<file path="src/rtl/data_trans_fifo_mod_core_pkg.sv">
`default_nettype none
// -----------------------------------------------------------------------------
// data_trans_fifo_mod_core_pkg : shared sizes, entry type and helpers
// Revision : 1.0
// -----------------------------------------------------------------------------
package data_trans_fifo_mod_core_pkg;

  localparam int DEPTH   = 16;
  localparam int SYM_W   = 5;
  localparam int ACC_W   = 12;
  localparam int ENTRY_W = 9;
  localparam int CNT_W   = 4;

  // A read is only started when a full byte still fits in the accumulator.
  localparam logic [CNT_W-1:0] RD_MAX_CNT = CNT_W'(ACC_W - 8);

  typedef struct packed {
    logic       is_byte;
    logic [7:0] data;
  } entry_t;

  function automatic logic [CNT_W-1:0] entry_bits(input logic is_byte);
    return is_byte ? CNT_W'(8) : CNT_W'(4);
  endfunction

endpackage
`default_nettype wire

</file>
<file path="src/rtl/data_trans_fifo_mod_core_byte_fifo.sv">
`default_nettype none
// -----------------------------------------------------------------------------
// byte_fifo : synchronous FIFO with registered read data and registered flags
// Revision  : 1.0
// -----------------------------------------------------------------------------
module byte_fifo #(
  parameter int WIDTH = 9,
  parameter int DEPTH = 16
) (
  input  logic             clk,
  input  logic             reset,
  input  logic             wr_en,
  input  logic [WIDTH-1:0] wr_data,
  input  logic             rd_en,
  output logic [WIDTH-1:0] rd_data,
  output logic             full,
  output logic             empty
);

  localparam int AW = (DEPTH > 1) ? $clog2(DEPTH) : 1;
  localparam int CW = $clog2(DEPTH + 1);

  logic [WIDTH-1:0] r_mem [DEPTH];
  logic [AW-1:0]    r_wptr;
  logic [AW-1:0]    r_rptr;
  logic [CW-1:0]    r_count;
  logic [CW-1:0]    w_count_nxt;
  logic             w_wr;
  logic             w_rd;

  // Pointers wrap explicitly so non power-of-two depths also work.
  function automatic logic [AW-1:0] inc_ptr(input logic [AW-1:0] p);
    return (p == AW'(DEPTH - 1)) ? '0 : p + AW'(1);
  endfunction

  assign w_wr = wr_en && !full;
  assign w_rd = rd_en && !empty;

  always_comb begin
    w_count_nxt = r_count;
    if (w_wr && !w_rd) begin
      w_count_nxt = r_count + CW'(1);
    end else if (!w_wr && w_rd) begin
      w_count_nxt = r_count - CW'(1);
    end
  end

  always_ff @(posedge clk) begin
    if (reset) begin
      r_wptr  <= '0;
      r_rptr  <= '0;
      r_count <= '0;
      rd_data <= '0;
      full    <= 1'b0;
      empty   <= 1'b1;
    end else begin
      if (w_wr) begin
        r_wptr <= inc_ptr(r_wptr);
      end
      if (w_rd) begin
        r_rptr  <= inc_ptr(r_rptr);
        rd_data <= r_mem[r_rptr];
      end
      r_count <= w_count_nxt;
      full    <= (w_count_nxt == CW'(DEPTH));
      empty   <= (w_count_nxt == '0);
    end
  end

  always_ff @(posedge clk) begin
    if (w_wr) begin
      r_mem[r_wptr] <= wr_data;
    end
  end

endmodule
`default_nettype wire

</file>
<file path="src/rtl/data_trans_fifo_mod_core.sv">
`default_nettype none
// -----------------------------------------------------------------------------
// data_trans_fifo_mod_core : byte/nibble FIFO feeding a 5-bit symbol packer
// Revision : 1.0
// -----------------------------------------------------------------------------
module data_trans_fifo_mod_core
  import data_trans_fifo_mod_core_pkg::*;
#(
  parameter int DEPTH = data_trans_fifo_mod_core_pkg::DEPTH,
  parameter int SYM_W = data_trans_fifo_mod_core_pkg::SYM_W
) (
  input  logic             clk,
  input  logic             reset,
  input  logic [7:0]       data_in,
  input  logic             start,
  input  logic             byte_flag,
  output logic [SYM_W-1:0] dmod,
  output logic             mod_en,
  output logic             full
);

  logic             empty;
  logic             rd_en;
  logic [7:0]       data_o_ino;

  entry_t           w_wr_entry;
  entry_t           w_rd_entry;
  logic             w_rd_is_byte;

  logic [ACC_W-1:0] r_acc;
  logic [CNT_W-1:0] r_cnt;
  logic             r_pend;

  logic             w_emit;
  logic [ACC_W-1:0] w_acc_post;
  logic [CNT_W-1:0] w_cnt_post;
  logic [ACC_W-1:0] w_new_bits;
  logic [ACC_W-1:0] w_acc_nxt;
  logic [CNT_W-1:0] w_cnt_nxt;

  assign w_wr_entry.is_byte = byte_flag;
  assign w_wr_entry.data    = data_in;

  byte_fifo #(
    .WIDTH (ENTRY_W),
    .DEPTH (DEPTH)
  ) u_byte_fifo (
    .clk     (clk),
    .reset   (reset),
    .wr_en   (start),
    .wr_data (w_wr_entry),
    .rd_en   (rd_en),
    .rd_data (w_rd_entry),
    .full    (full),
    .empty   (empty)
  );

  assign data_o_ino   = w_rd_entry.data;
  assign w_rd_is_byte = w_rd_entry.is_byte;

  // Emit first, then append the entry read last cycle above the remaining bits.
  always_comb begin
    w_emit     = (r_cnt >= CNT_W'(SYM_W));
    w_acc_post = r_acc;
    w_cnt_post = r_cnt;
    if (w_emit) begin
      w_acc_post = r_acc >> SYM_W;
      w_cnt_post = r_cnt - CNT_W'(SYM_W);
    end

    w_new_bits = w_rd_is_byte ? ACC_W'(data_o_ino) : ACC_W'(data_o_ino[3:0]);
    w_acc_nxt  = w_acc_post;
    w_cnt_nxt  = w_cnt_post;
    if (r_pend) begin
      w_acc_nxt = w_acc_post | (w_new_bits << w_cnt_post);
      w_cnt_nxt = w_cnt_post + entry_bits(w_rd_is_byte);
    end
  end

  assign rd_en = !empty && !r_pend && (w_cnt_post <= RD_MAX_CNT);

  always_ff @(posedge clk) begin
    if (reset) begin
      r_acc  <= '0;
      r_cnt  <= '0;
      r_pend <= 1'b0;
      dmod   <= '0;
      mod_en <= 1'b0;
    end else begin
      r_acc  <= w_acc_nxt;
      r_cnt  <= w_cnt_nxt;
      r_pend <= rd_en;
      mod_en <= w_emit;
      if (w_emit) begin
        dmod <= r_acc[SYM_W-1:0];
      end
    end
  end

endmodule
`default_nettype wire

</file>
<file path="config.mk">
export PLATFORM = sky130hd
export DESIGN_NAME = data_trans_fifo_mod_core
export DESIGN_NICKNAME = d
export VERILOG_FILES = /design/src/rtl/data_trans_fifo_mod_core_pkg.sv /design/src/rtl/data_trans_fifo_mod_core_byte_fifo.sv /design/src/rtl/data_trans_fifo_mod_core.sv
export SDC_FILE = /design/constraint.sdc
export NUM_CORES = 1
export LEC_CHECK = 0
export ABC_AREA = 1
export ABC_CLOCK_PERIOD_IN_PS = 4600
export BUFFER_PORTS_ARGS = -buffer_cell sky130_fd_sc_hd__buf_2
export CAP_MARGIN = 20
export CORE_MARGIN = 4
export CORE_UTILIZATION = 55
export CTS_CLUSTER_SIZE = 25
export DETAILED_ROUTE_END_ITERATION = 10
export PLACE_DENSITY_LB_ADDON = 0.08
export SETUP_SLACK_MARGIN = 0.5
export SYNTH_ARGS = -nofsm -noshare
export SYNTH_HDL_FRONTEND = slang
export SYNTH_HIERARCHICAL = 1
export SYNTH_SLANG_ARGS = --single-unit
</file>
<file path="constraint.sdc">
create_clock -name clk -period 4.6 [get_ports clk]
set_input_delay 0.92 -clock clk [delete_from_list [all_inputs] [get_ports clk]]
set_output_delay 0.92 -clock clk [all_outputs]
set_load 0.005 [all_outputs]
</file>
After elaboration in Yosys (flattened, before gate mapping)
Memories as Yosys holds them, arrays and structs flattened. A register that Yosys moved wholly into a read port is not among the register bits. Index checks and enable logic that the tools add are counted.

Input bits: 12. Bits in registers: 38. Memories kept: 1. Bits in writable memories: 144. Output and inout port bits: 7.

Add/sub/neg operators: 6. Eq/ne operators: 3. $lt $le $gt $ge: 2. Shifts and indexed selects: 1. Mux-type cells: 12. Bitwise logic cells: 1. Reduce and logical (&&, ||, !) cells: 12.

Memory list: u_byte_fifo.r_mem (depth 16, bits a word 9, read ports 1, clocked after memory_dff 1, write ports 1, RTL line data_trans_fifo_mod_core_byte_fifo.sv:23) `logic [WIDTH-1:0] r_mem [DEPTH];`.

Operators by type and width (number): 12-bit 2-to-1 mux (2); 4-bit 2-to-1 mux (5); 12-bit OR (1); 8-bit by 4-bit left shift with 12-bit output (1); 5-bit 2-to-1 mux (2); 4-bit by 1-bit adder with 4-bit output (second input constant) (2); 4-bit equality test (second input constant) (2); 8-bit 2-to-1 mux (1); 1-bit logical AND (6); 5-bit by 1-bit adder with 5-bit output (second input constant) (1); 5-bit equality test (second input constant) (1); 1-bit logical NOT (5); 5-bit logical NOT (1); 5-bit by 1-bit subtractor with 5-bit output (second input constant) (1); 4-bit adder (1); 4-bit by 3-bit >= comparator with 1-bit output (second input constant) (1); 4-bit by 3-bit <= comparator with 1-bit output (second input constant) (1); 4-bit by 3-bit subtractor with 4-bit output (second input constant) (1); 1-bit 2-to-1 mux (2).

Depth between registers and ports, before layout
Depth in word-level cells: 9. Mapped depth: 19.

Modules after synthesis
The synthesis kept the hierarchy.

Modules (own cells, without submodules): byte_fifo (instances 1, area an instance 6896.6 um^2, sequential area each 4804.6 um^2, cells an instance 628); data_trans_fifo_mod_core (instances 1, area an instance 1433.9 um^2, sequential area each 460.4 um^2, cells an instance 215).

Worst setup path after synthesis
No wires, ideal clock.

Kind: register to register. From: reg r_cnt[0]. To: reg u_byte_fifo.r_rptr[3]. Cell stages (with the launch flop): 16. Clock period less this slack: 2.286 ns. Library setup time: 0.121 ns. Path slack: 2.314 ns. Path buffers: 1. Arrival time: 2.165 ns. Cell sequence: dfxtp_1 -> inv_1 -> ha_1 -> nand2_2 -> nand2_4 -> nand2_4 -> nand2_4 -> nand2_2 -> nand2_2 -> a21oi_1 -> inv_1 -> nor2_1 -> buf_2 -> nand4_1 -> xor2_1 -> nor2_1.

Longest elaborated chain between the ends: 5. Elaborated cells on any way between the ends: 6. Those cells by class: 1 x add/sub; 2 x order compare; 1 x mux; 2 x reduce/logical.

Ends and longest elaborated chain: from (decl) (RTL line data_trans_fifo_mod_core.sv:31) `logic [CNT_W-1:0] r_cnt;`; from (signal assigned) (RTL line data_trans_fifo_mod_core.sv:91) `r_cnt <= w_cnt_nxt;`; 4-bit by 3-bit subtractor with 4-bit output / 4-bit by 3-bit >= comparator with 1-bit output (equally long branches) (RTL line data_trans_fifo_mod_core.sv:68, data_trans_fifo_mod_core.sv:63); 4-bit 2-to-1 mux * (RTL line data_trans_fifo_mod_core.sv:66) `if (w_emit) begin`; 4-bit by 3-bit <= comparator with 1-bit output * (RTL line data_trans_fifo_mod_core.sv:80) `assign rd_en = !empty && !r_pend && (w_cnt_post <= RD_MAX_CNT);`; 1-bit logical AND * (RTL line data_trans_fifo_mod_core.sv:80); via rd_en (RTL line data_trans_fifo_mod_core.sv:23) `logic rd_en;`; 1-bit logical AND * (RTL line data_trans_fifo_mod_core_byte_fifo.sv:37) `assign w_rd = rd_en && !empty;`; to (signal assigned) (RTL line data_trans_fifo_mod_core_byte_fifo.sv:61) `r_rptr <= inc_ptr(r_rptr);`; to (decl) (RTL line data_trans_fifo_mod_core_byte_fifo.sv:25) `logic [AW-1:0] r_rptr;`.

The timed path passes the listed nets; every way through them passes the cells marked *. A chain may end at the register's enable or synchronous reset.

Final worst setup path
From: reg r_cnt[0]. To: reg u_byte_fifo.full.

Longest elaborated chain between the ends: 9. Elaborated cells on any way between the ends: 12. Those cells by class: 1 x add/sub; 2 x order compare; 1 x eq/ne; 3 x mux; 5 x reduce/logical.

Ends and longest elaborated chain: 4-bit by 3-bit subtractor with 4-bit output / 4-bit by 3-bit >= comparator with 1-bit output (equally long branches) (RTL line data_trans_fifo_mod_core.sv:68, data_trans_fifo_mod_core.sv:63); 4-bit 2-to-1 mux * (RTL line data_trans_fifo_mod_core.sv:66); 4-bit by 3-bit <= comparator with 1-bit output * (RTL line data_trans_fifo_mod_core.sv:80); 1-bit logical AND * (RTL line data_trans_fifo_mod_core.sv:80); via rd_en (RTL line data_trans_fifo_mod_core.sv:23); 1-bit logical AND * (RTL line data_trans_fifo_mod_core_byte_fifo.sv:37); 1-bit logical AND / 1-bit logical NOT (equally long branches) (RTL line data_trans_fifo_mod_core_byte_fifo.sv:43, data_trans_fifo_mod_core_byte_fifo.sv:41); 5-bit 2-to-1 mux / 1-bit logical AND (equally long branches) (RTL line data_trans_fifo_mod_core_byte_fifo.sv:43, data_trans_fifo_mod_core_byte_fifo.sv:41); 5-bit 2-to-1 mux * (RTL line data_trans_fifo_mod_core_byte_fifo.sv:41) `if (w_wr && !w_rd) begin`; 5-bit equality test * (RTL line data_trans_fifo_mod_core_byte_fifo.sv:65) `full <= (w_count_nxt == CW'(DEPTH));`; to (signal assigned) (RTL line data_trans_fifo_mod_core_byte_fifo.sv:65); to (decl) (RTL line data_trans_fifo_mod_core_byte_fifo.sv:16) `output logic full,`.

Marks and branches as above.

==> results by group <==
Place
  • Placed inst area: between 8000 and 9000 um^2
  • DP HPWL: between 10000 and 15000 um
  • Gpl congestion: slightly above 0.9
  • PortBufs: 18
  • Pre-CTS setup slack: between 1 and 1.5 ns
  • Placed Instances: 1014

Clock network
  • CTS H-tree lvls: 4
  • CTS Buf Count: 17
  • Max clock buf depth: 2
  • Worst-path clk slew: approximately 0.070 ns
  • Post-CTS Resized: 0
  • CTS tree: built
  • # clock sinks: 191
  • Clock root cell: clkbuf_16
  • Post-CTS Setup Inserts: 0
  • Hold-fix buffers, CTS: 0
  • Clk_lat worst skew: between 0.4 and 0.5 ns

STA
  • Final TNS setup: 0 ns
  • Tmin final: between 3 and 4 ns
  • Worst Tran Pin Value: 1.06 ns
  • Final setup violating endpoints: 0
  • Final Hold Vio Count: 0
  • Slew HR: 29.2%
  • Max Freq: 285 MHz
  • Final period util: ~76%
  • Final Max Slew Viols: 0
  • Setup Skew: between 0.007 and 0.008 ns
  • RSZ-0062 raised after global routing: false
  • Final setup margin: around 1.1 ns

Critical path
  • CP top delay family: simple AND/OR/NAND/NOR gates
  • Crit path required time: a little under 5 ns
  • CP Class: flop to flop
  • Worst setup EP type: flop
  • CP Max Fanout: 24
  • CP peak stage delay: around 0.73 ns
  • Slowest CP cell: nor2_1
  • Crit path launch type: flop
  • CP cell instances: inv_1, ha_1, nand2_2, nand2_4, nand2_4, nand2_1, nand2_2, nand2_2, a21oi_1, inv_1, nor2_1, nand3_1, nand3_1, nand2_1, nor2_1, nand2_1, nor2_1
  • CP bufs+invs: 2
  • Arrival @ worst endpoint: around 3.9 ns

Global route
  • Global-route wire length before repair: between 20000 and 30000 um
  • Largest net degree at the start of global routing: 76
  • Initial antenna violation count: 0
  • Gr usage total: between 20 and 25%
  • Vias in the first global route: roughly 5500
  • GRT Residual Overflow: 0

Layout
  • Final cell count without fillers: about 1000
  • Area added between synthesis and finish: 8.52%
  • Layout cells sized above 1: between 9 and 10%
  • # diodes: 0
  • Final #Nets: 871
  • Final Cell Area: ~9000 um^2

Die
  • Row Count: between 40 and 50
  • Die height: 131 um
  • Horiz. Die Dim: between 100 and 150 um
  • Starting density of the core: a little under three fifths
  • DIE AREA: 17200 um^2
  • I/O Pins: 19
  • Area of the core: 14700 um^2

Synth
  • Main flop type after synthesis: edfxtp_1
  • Cells taking the most area after synthesis: edfxtp_1 (52%), dfxtp_1 (11%), nor2_1 (6.6%)
  • Mean post-synth cell area: 9.88 um^2
  • Post-synth top cells: nor2_1 (147), edfxtp_1 (144), nand2_1 (135)
  • Mapped Area: between 8000 and 9000 um^2
  • Cell taking the most area after synthesis: edfxtp_1
  • Seq/Total Area, Yosys: between 60% and 70%
  • Post-synth ARST share: 0%
  • Syn Nets: slightly below 900
  • Yosys reg bits: between 150 and 200
  • Dominant cell by count in the synthesized netlist: nor2_1
  • Syn Inst Count: roughly 840
  • Top cell type's share of synthesized area: 51.9%
  • Unique masters post-synth: 35
  • Ys Warns: 6
  • Post-synth EDFFs: 144

Route
  • Vias/cell: 5.77
  • First-pass DRT Iterations: 8
  • # DRC: 0
  • Total Wirelength: 19000 um
  • Iter 0 DRT Violations: around 600
  • Via count: 6036
  • Routed len/inst: approximately 18 um
  • DRT antenna net count: 0

Power and ir drop
  • Pwr dens: 505 nW/um^2
  • Leakage: 0.00337 uW
  • Peak VDD IR: 0.000440 V

Outcome
  • Status: complete, no violations

Worst hold path
  • Class of the worst hold path: flop to flop

Flow run
  • Max-Cap Viols: 0
[layout make-up]
cell class / count / area (um^2)
clock inverter: 13 / 116
clock buffer: 19 / 453
inverter: 49 / 186
fill: 1212 / 5660
timing repair buffer: 22 / 120
tap: 184 / 230
sequential: 191 / 5270
multi-input combinational: 568 / 2670
[per-stage QoR]
step | util (%) | power, uW | hold WS [ns]
4_1_cts | 61.5 | 4580 | 0.470
3_5_place_dp | 57.6 | 3170 | 0.454
2_1_floorplan | - | 2900 | 0.424
5_1_grt | 61.5 | 4810 | 0.490
3_3_place_gp | 57.6 | 3150 | 0.456
6_report | 61.5 | 4570 | 0.472
[flip-flops by register name, summed over array words and instances, names as in the netlist, 4 cells and up]
signal               cells
dmod                     5
r_cnt                    4
u_byte_fifo/r_count      5
u_byte_fifo/r_mem      144
u_byte_fifo/r_rptr       4
r_acc                   12
u_byte_fifo/rd_data      9
u_byte_fifo/r_wptr       4
[worst paths after layout]
check / startpoint / to / slack (ns) / cells after the start
setup / recovery: r_cnt[0]$_SDFF_PP0_ / u_byte_fifo/full$_SDFF_PP0_ / 1.09 / 17
hold / removal: r_acc[4]$_SDFF_PP0_ / dmod[4]$_SDFFE_PP0P_ / 0.47 / 2
setup reg to reg: r_cnt[0]$_SDFF_PP0_ / u_byte_fifo/full$_SDFF_PP0_ / 1.09 / 17
hold reg to reg: r_acc[4]$_SDFF_PP0_ / dmod[4]$_SDFFE_PP0P_ / 0.47 / 2
[cell usage in the layout, fill, tap and decap left out, types with 2 or more instances in the layout]
master / Yosys / layout
edfxtp_1: 144 / 144
nor2_1: 147 / 147
dfxtp_1: 47 / 46
nand2_4: 4 / 4
clkinv_4: 0 / 2
a31oi_1: 3 / 3
inv_6: 0 / 6
a21oi_1: 40 / 40
clkbuf_8: 0 / 2
nand2_1: 135 / 135
nor2_2: 5 / 5
nand4_1: 5 / 5
nand2_2: 7 / 7
inv_1: 41 / 41
buf_2: 13 / 18
clkbuf_16: 0 / 17
inv_2: 6 / 6
nand3_1: 104 / 104
inv_8: 0 / 3
nand3_2: 3 / 3
nor3_1: 3 / 3
o21ai_1: 18 / 18
buf_4: 3 / 4
o21ai_0: 73 / 73
nand3b_1: 2 / 2
ha_1: 10 / 10
[cell families after synthesis]
| family | Yosys count | share of synthesized area [%] |
|---|---|---|
| adder cells (fa/ha/maj) | 10 | 1.50 |
| multiplexers | 1 | 0.120 |
| XOR/XNOR | 1 | 0.105 |
| flip-flops | 191 | 63.2 |
| AND/OR/NAND/NOR | 418 | 21.8 |
| AO/OA/AOI/OAI | 138 | 8.49 |
| buffers and inverters | 84 | 4.78 |
[worst register-to-register path: cells and delay by family (launching register included)]
kind            cells  cell delay [ns]
compound gates      1             0.20
fa+ha+maj           1             0.25
buf+inv             2             0.20
flops               1             0.43
simple gates       13             2.38
[metal layers]
metal	global-route usage [%]	share of wire [%]	up-vias
met5	0	0	-
met4	4.36	0.84	0
met3	4.90	6.4	15
met2	37.0	48	204
met1	33.2	45	2914
li1	-	-	2903
[where the power goes]
group,internal [uW],switching [uW]
Clock,744,677
Combinational,324,794
Sequential,1950,75.0
Total,3020,1550
(Power assumes the default switching activity.)
